`config.mk`:
```
export PLATFORM = sky130hd
export DESIGN_NAME = ddr2_host_request_packer_flat
export DESIGN_NICKNAME = d
export VERILOG_FILES = /design/src/rtl/ddr2_host_request_packer_if.sv /design/src/rtl/ddr2_host_request_packer.sv /design/src/flat_wrapper.sv
export SDC_FILE = /design/constraint.sdc
export NUM_CORES = 1
export LEC_CHECK = 0
export CORE_MARGIN = 2
export CORE_UTILIZATION = 24
export CTS_CLUSTER_SIZE = 25
export DETAILED_ROUTE_END_ITERATION = 8
export PLACE_DENSITY = 0.58
export SKIP_LAST_GASP = 1
export SYNTH_ARGS = -nofsm -noshare
export SYNTH_HDL_FRONTEND = slang
export SYNTH_SLANG_ARGS = --single-unit
```
`constraint.sdc`:
```
create_clock -name clk -period 2 [get_ports clk]
set_clock_uncertainty 0.05 [all_clocks]
set_input_delay 0.5 -clock clk [delete_from_list [all_inputs] [get_ports clk]]
set_output_delay 0.5 -clock clk [all_outputs]
set_load 0.01 [all_outputs]
```
`src/rtl/ddr2_host_request_packer_if.sv`:
```
// Host request / FIFO-side bundle for ddr2_host_request_packer.
//   host_valid/host_ready/host_cmd/host_addr : request handshake (host -> packer)
//   host_wdata/host_wvalid/host_wready       : write-data beat handshake
//   CMD_put/CMD_data_in/CMD_full             : CMD FIFO write side
//   DATA_put/DATA_data_in/DATA_full          : DATA FIFO write side
//   cmd_err, busy                            : status
// slave = the packer, master = the host/FIFO environment.
interface ddr2_host_request_packer_if;
    logic        host_valid;
    logic        host_ready;
    logic [2:0]  host_cmd;
    logic [25:0] host_addr;
    logic [15:0] host_wdata;
    logic        host_wvalid;
    logic        host_wready;
    logic        CMD_put;
    logic [33:0] CMD_data_in;
    logic        CMD_full;
    logic        DATA_put;
    logic [15:0] DATA_data_in;
    logic        DATA_full;
    logic        cmd_err;
    logic        busy;

    modport slave (
        input  host_valid, host_cmd, host_addr, host_wdata, host_wvalid,
               CMD_full, DATA_full,
        output host_ready, host_wready, CMD_put, CMD_data_in,
               DATA_put, DATA_data_in, cmd_err, busy
    );

    modport master (
        output host_valid, host_cmd, host_addr, host_wdata, host_wvalid,
               CMD_full, DATA_full,
        input  host_ready, host_wready, CMD_put, CMD_data_in,
               DATA_put, DATA_data_in, cmd_err, busy
    );
endinterface

```
`src/rtl/ddr2_host_request_packer.sv`:
```
// Host-side request packer for the DDR2 controller.
// Accepts one read (SCR) or write (SCW) request at a time. For a write, the
// BL data beats are streamed into the DATA FIFO first, then one 34-bit
// command word {cmd, addr, tag} is pushed into the CMD FIFO, so the
// controller never sees a write command before its data is complete.
// Ports:
//   clk    : system clock
//   reset  : synchronous, active-high
//   bus    : ddr2_host_request_packer_if.slave (host + FIFO signals)
module ddr2_host_request_packer #(
    parameter int unsigned BL = 8
) (
    input  logic clk,
    input  logic reset,
    ddr2_host_request_packer_if.slave bus
);

    localparam logic [2:0] CMD_SCR = 3'b001;
    localparam logic [2:0] CMD_SCW = 3'b010;
    localparam logic [2:0] LAST_BEAT = 3'(BL - 1);

    typedef enum logic [1:0] {IDLE, WDATA, PUSH, ERR} state_t;

    state_t      state;
    logic [2:0]  beat_cnt;
    logic [4:0]  tag;
    logic [2:0]  cmd_q;
    logic [25:0] addr_q;
    logic        cmd_err_q;
    logic        busy_q;

    logic req_acc;
    logic beat_acc;
    logic cmd_push;

    // Handshakes and strobes are combinational so a FULL flag blocks the
    // write in the same cycle; everything is forced low while reset is high.
    always_comb begin
        bus.host_ready   = 1'b0;
        bus.host_wready  = 1'b0;
        bus.DATA_put     = 1'b0;
        bus.DATA_data_in = '0;
        bus.CMD_put      = 1'b0;
        bus.CMD_data_in  = '0;
        bus.cmd_err      = 1'b0;
        bus.busy         = 1'b0;
        if (!reset) begin
            bus.host_ready  = (state == IDLE) && !bus.CMD_full;
            bus.host_wready = (state == WDATA) && !bus.DATA_full;
            bus.DATA_put    = bus.host_wready && bus.host_wvalid;
            if (state == WDATA) begin
                bus.DATA_data_in = bus.host_wdata;
            end
            bus.CMD_put     = (state == PUSH) && !bus.CMD_full;
            bus.CMD_data_in = {cmd_q, addr_q, tag};
            bus.cmd_err     = cmd_err_q;
            bus.busy        = busy_q;
        end
    end

    assign req_acc  = bus.host_valid && bus.host_ready;
    assign beat_acc = bus.DATA_put;
    assign cmd_push = bus.CMD_put;

    always_ff @(posedge clk) begin
        if (reset) begin
            state     <= IDLE;
            beat_cnt  <= '0;
            tag       <= '0;
            cmd_q     <= '0;
            addr_q    <= '0;
            cmd_err_q <= 1'b0;
            busy_q    <= 1'b0;
        end else begin
            cmd_err_q <= 1'b0;
            case (state)
                IDLE: begin
                    if (req_acc) begin
                        cmd_q  <= bus.host_cmd;
                        addr_q <= bus.host_addr;
                        busy_q <= 1'b1;
                        case (bus.host_cmd)
                            CMD_SCW: begin
                                state    <= WDATA;
                                beat_cnt <= '0;
                            end
                            CMD_SCR: state <= PUSH;
                            default: begin
                                state     <= ERR;
                                cmd_err_q <= 1'b1;
                            end
                        endcase
                    end
                end
                WDATA: begin
                    if (beat_acc) begin
                        beat_cnt <= beat_cnt + 3'd1;
                        if (beat_cnt == LAST_BEAT) begin
                            state <= PUSH;
                        end
                    end
                end
                PUSH: begin
                    if (cmd_push) begin
                        tag    <= tag + 5'd1;
                        state  <= IDLE;
                        busy_q <= 1'b0;
                    end
                end
                ERR: begin
                    state  <= IDLE;
                    busy_q <= 1'b0;
                end
                default: begin
                    state  <= IDLE;
                    busy_q <= 1'b0;
                end
            endcase
        end
    end

endmodule

```
`src/flat_wrapper.sv`:
```
// flat-port wrapper written by rule: the top's interface ports become plain ports
module ddr2_host_request_packer_flat 
#(
    parameter int unsigned BL = 8
)
  (clk, reset, bus_host_valid, bus_host_cmd, bus_host_addr, bus_host_wdata, bus_host_wvalid, bus_CMD_full, bus_DATA_full, bus_host_ready, bus_host_wready, bus_CMD_put, bus_CMD_data_in, bus_DATA_put, bus_DATA_data_in, bus_cmd_err, bus_busy);
  ddr2_host_request_packer_if bus_i ();
  input  logic clk;
  input  logic reset;
  input wire logic [$bits(bus_i.host_valid)-1:0] bus_host_valid;
  input wire logic [$bits(bus_i.host_cmd)-1:0] bus_host_cmd;
  input wire logic [$bits(bus_i.host_addr)-1:0] bus_host_addr;
  input wire logic [$bits(bus_i.host_wdata)-1:0] bus_host_wdata;
  input wire logic [$bits(bus_i.host_wvalid)-1:0] bus_host_wvalid;
  input wire logic [$bits(bus_i.CMD_full)-1:0] bus_CMD_full;
  input wire logic [$bits(bus_i.DATA_full)-1:0] bus_DATA_full;
  output wire logic [$bits(bus_i.host_ready)-1:0] bus_host_ready;
  output wire logic [$bits(bus_i.host_wready)-1:0] bus_host_wready;
  output wire logic [$bits(bus_i.CMD_put)-1:0] bus_CMD_put;
  output wire logic [$bits(bus_i.CMD_data_in)-1:0] bus_CMD_data_in;
  output wire logic [$bits(bus_i.DATA_put)-1:0] bus_DATA_put;
  output wire logic [$bits(bus_i.DATA_data_in)-1:0] bus_DATA_data_in;
  output wire logic [$bits(bus_i.cmd_err)-1:0] bus_cmd_err;
  output wire logic [$bits(bus_i.busy)-1:0] bus_busy;
  assign bus_i.host_valid = bus_host_valid;
  assign bus_i.host_cmd = bus_host_cmd;
  assign bus_i.host_addr = bus_host_addr;
  assign bus_i.host_wdata = bus_host_wdata;
  assign bus_i.host_wvalid = bus_host_wvalid;
  assign bus_i.CMD_full = bus_CMD_full;
  assign bus_i.DATA_full = bus_DATA_full;
  assign bus_host_ready = bus_i.host_ready;
  assign bus_host_wready = bus_i.host_wready;
  assign bus_CMD_put = bus_i.CMD_put;
  assign bus_CMD_data_in = bus_i.CMD_data_in;
  assign bus_DATA_put = bus_i.DATA_put;
  assign bus_DATA_data_in = bus_i.DATA_data_in;
  assign bus_cmd_err = bus_i.cmd_err;
  assign bus_busy = bus_i.busy;
  ddr2_host_request_packer #(.BL(BL)) u_core (.clk(clk), .reset(reset), .bus(bus_i));
endmodule
```
==> results of run 1 <==
-- cell type report --
class,instances,area share
Clock buffer,7,0.0276
Clock inverter,1,0.00143
Inverter,7,0.00752
Multi-Input combinational cell,126,0.333
Sequential cell,41,0.235
Tap cell,105,0.0376
Timing Repair Buffer,134,0.358
-- power groups by stage --
stage          clock [mW]  combinational [mW]  sequential [mW]
6_report            0.597               0.367            0.867
5_1_grt             0.661               0.398            0.871
4_1_cts             0.641               0.371            0.868
3_5_place_dp            0               0.376            0.885
3_3_place_gp            0               0.375            0.884
2_1_floorplan           0               0.169            0.883
-- worst reg2reg max path: stages (launching register included) --
cell	delay, ps
dfxtp_1	340
buf_4	160
nor4_4	280
buf_4	170
nand2_2	60
buf_12	190
mux2_4	330
-- cells in the final DEF, fill, tap and decap left out, types with 2 or more instances in the layout --
master,count
a21oi_1,3
a31o_2,3
and2_1,15
and3_1,2
buf_12,2
buf_2,11
buf_4,23
buf_6,3
clkbuf_2,2
clkbuf_8,7
clkdlybuf4s15_1,10
clkdlybuf4s50_1,50
dfxtp_1,40
dlygate4sd2_1,20
dlymetal6s2s_1,13
ha_1,3
inv_1,7
mux2_2,5
mux2_4,29
nand2_2,2
nand4_1,2
nor2_1,6
nor2b_1,28
nor2b_2,6
xnor2_1,2
-- metrics by stage --
stage | util | TNS [ps]
3_5_place_dp | 0.408 | -16770
5_1_grt | 0.423 | -329
4_1_cts | 0.416 | -2360
3_3_place_gp | 0.408 | -16590
6_report | 0.423 | -187
2_1_floorplan | - | 0
-- metal layers --
layer  vias up  routed length, um  track usage
li1        876                  -            -
met1       784               2200        0.132
met2        73               2360        0.179
met3         2                448       0.0357
met4         0                 28       0.0282
met5         -                  0            0
-- how the worst max path moves through the flow --
stage                          startpoint            endpoint  slack, ps  cells past startpoint
final                               reset  bus_CMD_data_in[5]       -100                      4
after detailed placement     bus_CMD_full         bus_CMD_put       -440                      3
after CTS                 u_core.state[0]         bus_CMD_put       -230                      3
after floorplan                     reset        bus_DATA_put        190                      5
after global routing                reset  bus_CMD_data_in[5]       -170                      4
after global placement       bus_CMD_full         bus_CMD_put       -430                      3
-- sequential cells by signal, indices dropped and copies added (netlist names) --
| name | flops |
|---|---|
| u_core.state | 2 |
| u_core.tag | 5 |
| u_core.cmd_q | 3 |
| u_core.busy_q | 1 |
| u_core.beat_cnt | 3 |
| u_core.cmd_err_q | 1 |
| u_core.addr_q | 26 |
-- logic make-up (layout without fill, tap and decap cells) --
| logic type | Yosys count | after routing |
|---|---|---|
| simple gates | 74 | 74 |
| flops | 41 | 41 |
| mux | 34 | 34 |
| buf+inv | 18 | 149 |
| compound gates | 13 | 13 |
| fa+ha+maj | 3 | 3 |
| xor+xnor | 2 | 2 |
-- timing repair --
action | 4_1_cts | 5_1_grt
setup endpoints to repair | 56 | 34
setup buffers | 1 | 1
resized for setup | 85 | 32
gates cloned | 1 | 0
pin swaps | 1 | 0
==> results.yml, run 1 <==
run_status:
  status: "finished with violations"
  violations: "setup timing"
global_routing:
  grt_max_degree: 31
  grt_pass1_vias: 1724
  antenna_found_initial: 0
  grt_usage: 0.107
  overflow: 0
  grt_pass1_wl_um: 7840
cts:
  clk_path_buf_depth: 2
  clock_latency_ps: 280
  hold_buffers: 0
  clock_sinks: 41
  numCtsBuffers: 5
  htree_num_levels: 2
  root_buffer: "clkbuf_8"
  clk_pin_slew_ps: 80
  cts_tree: "built"
critical_path:
  critPathRequiredTime_ps: 1450
  crit_fanout: 27
  start_kind: "input port"
  reg2reg_depth: 6
  arrival_ps: 1550
  r2r-start: "u_core.state[1]"
  worst-path-buf-inv: 3
  r2r-end: "u_core.addr_q[6]"
  path_class: "in2out"
  cp_slowest_cell: "clkdlybuf4s50_1"
  end_kind: "output port"
  critPathTopFamily: "buffers and inverters"
  crit_chain: "buf_2, buf_6, nor2b_1, clkdlybuf4s50_1"
  crit_path_max_incr_delay_ps: 560
  rrSetupSlack_ps: 310
timing:
  finalHoldViolCount: 0
  fin_hold_ws_ps: 425
  worst_pin_slew_ps: 342
  rsz0062_at_grt: "yes"
  fin_crit_sh: 1.05
  finalMaxSlewViolations: 0
  maxSlewHeadroom: 0.769
  fmax_mhz: 477
  period_minus_slack_ps: 2100
  setup_viol: 2
  setup_ws_ps: -96.2
drt:
  wl_per_cell_um: 12.0
  drc: 0
  wl_um: 5040
  first_pass_iters: 3
  drtIter0Drc: 21
  viasPerCell: 4.12
  vias: 1735
  antenna_left: 0
pwr:
  switching_share: 0.230
  pwr-share-clk: 0.326
  p_switching_mw: 0.421
  p_int_mw: 1.41
  p_per_area_nw_per_um2: 524
  power_frac_comb: 0.200
  finalPower_mw: 1.83
  ir_worst_vdd_v: 0.000290
  leakage_nw: 1.86
  pwr-share-seq: 0.473
floorplan:
  fp.dieH_um: 96.5
  core_area_um2: 8260
  top_level_ports: 107
  rows: 33
  die_x_um: 96.5
  start_util: 0.248
  fp.dieArea_um2: 9310
hold_path:
  hold_depth: 2
  hold_path_class: "reg2reg"
  worstHoldStart: "u_core.busy_q"
  hold-path-endpoint: "u_core.busy_q"
place:
  place_congestion: 0.672
  place_area_um2: 3370
  dp.cells: 410
  pre_cts_slack_ps: -437
  dp_hpwl_um: 3650
  portBuffers: 106
yosys:
  ys_seq_area_frac: 0.400
  ys_seq_elements: 41
  synth.largest_area_cell: "dfxtp_1"
  muxShareOfSynthArea: 0.240
  synth-edff-count: 0
  yosys-top-cells-count: "dfxtp_1 (41), nor2b_1 (35), mux2_4 (29), and2_1 (16), inv_1 (7)"
  synth_nets: 239
  synth-compound-area-share: 0.0451
  synthSimpleGateAreaFrac: 0.237
  synth_area_leaders: "dfxtp_1 (40%), mux2_4 (21%), nor2b_1 (11%)"
  synth_top_cell_area_share: 0.400
  yosysWarnings: 0
  netlist_instances: 185
  syn-cell-area_um2: 2050
  syn_area_per_cell_um2: 11.1
  synthArstFlopShare: 0
  yosysMostFrequentCell: "dfxtp_1"
  ys_types: 33
  synth_adder_area_share: 0.0183
  synthFlopType: "dfxtp_1"
  synth_xor_area_frac: 0.00854
  synth_top_family_by_area: "multiplexers"
layout:
  drive_above_1_share: 0.326
  multiInputGateArea_um2: 1160
  stdcell_count: 421
  antennaDiodeCount: 0
  area_delta_synth_final_pct: 70.4
  fillCellCount: 837
  regArea_um2: 822
  final_cell_area_um2: 3500
  nNetsFinal: 369
flow_run:
  maxCapViolCount: 0
Power figures use the tool's default switching activity.
==> inputs of run 2 (changes only) <==
--- a/config.mk
+++ b/config.mk
@@ -7,6 +7,7 @@
 export LEC_CHECK = 0
 export CORE_MARGIN = 2
 export CORE_UTILIZATION = 24
+export CTS_BUF_LIST = sky130_fd_sc_hd__clkbuf_8
 export CTS_CLUSTER_SIZE = 25
 export DETAILED_ROUTE_END_ITERATION = 8
 export PLACE_DENSITY = 0.58
==> results of run 2 <==
No change in the layout: final DEF, timing and power equal those of run 1.
==> inputs of run 3 (changes only) <==
--- a/config.mk
+++ b/config.mk
@@ -12,6 +12,7 @@
 export DETAILED_ROUTE_END_ITERATION = 8
 export PLACE_DENSITY = 0.58
 export SKIP_LAST_GASP = 1
+export SLEW_MARGIN = 30
 export SYNTH_ARGS = -nofsm -noshare
 export SYNTH_HDL_FRONTEND = slang
 export SYNTH_SLANG_ARGS = --single-unit
==> results of run 3 <==
No change in the layout: final DEF, timing and power equal those of run 1.
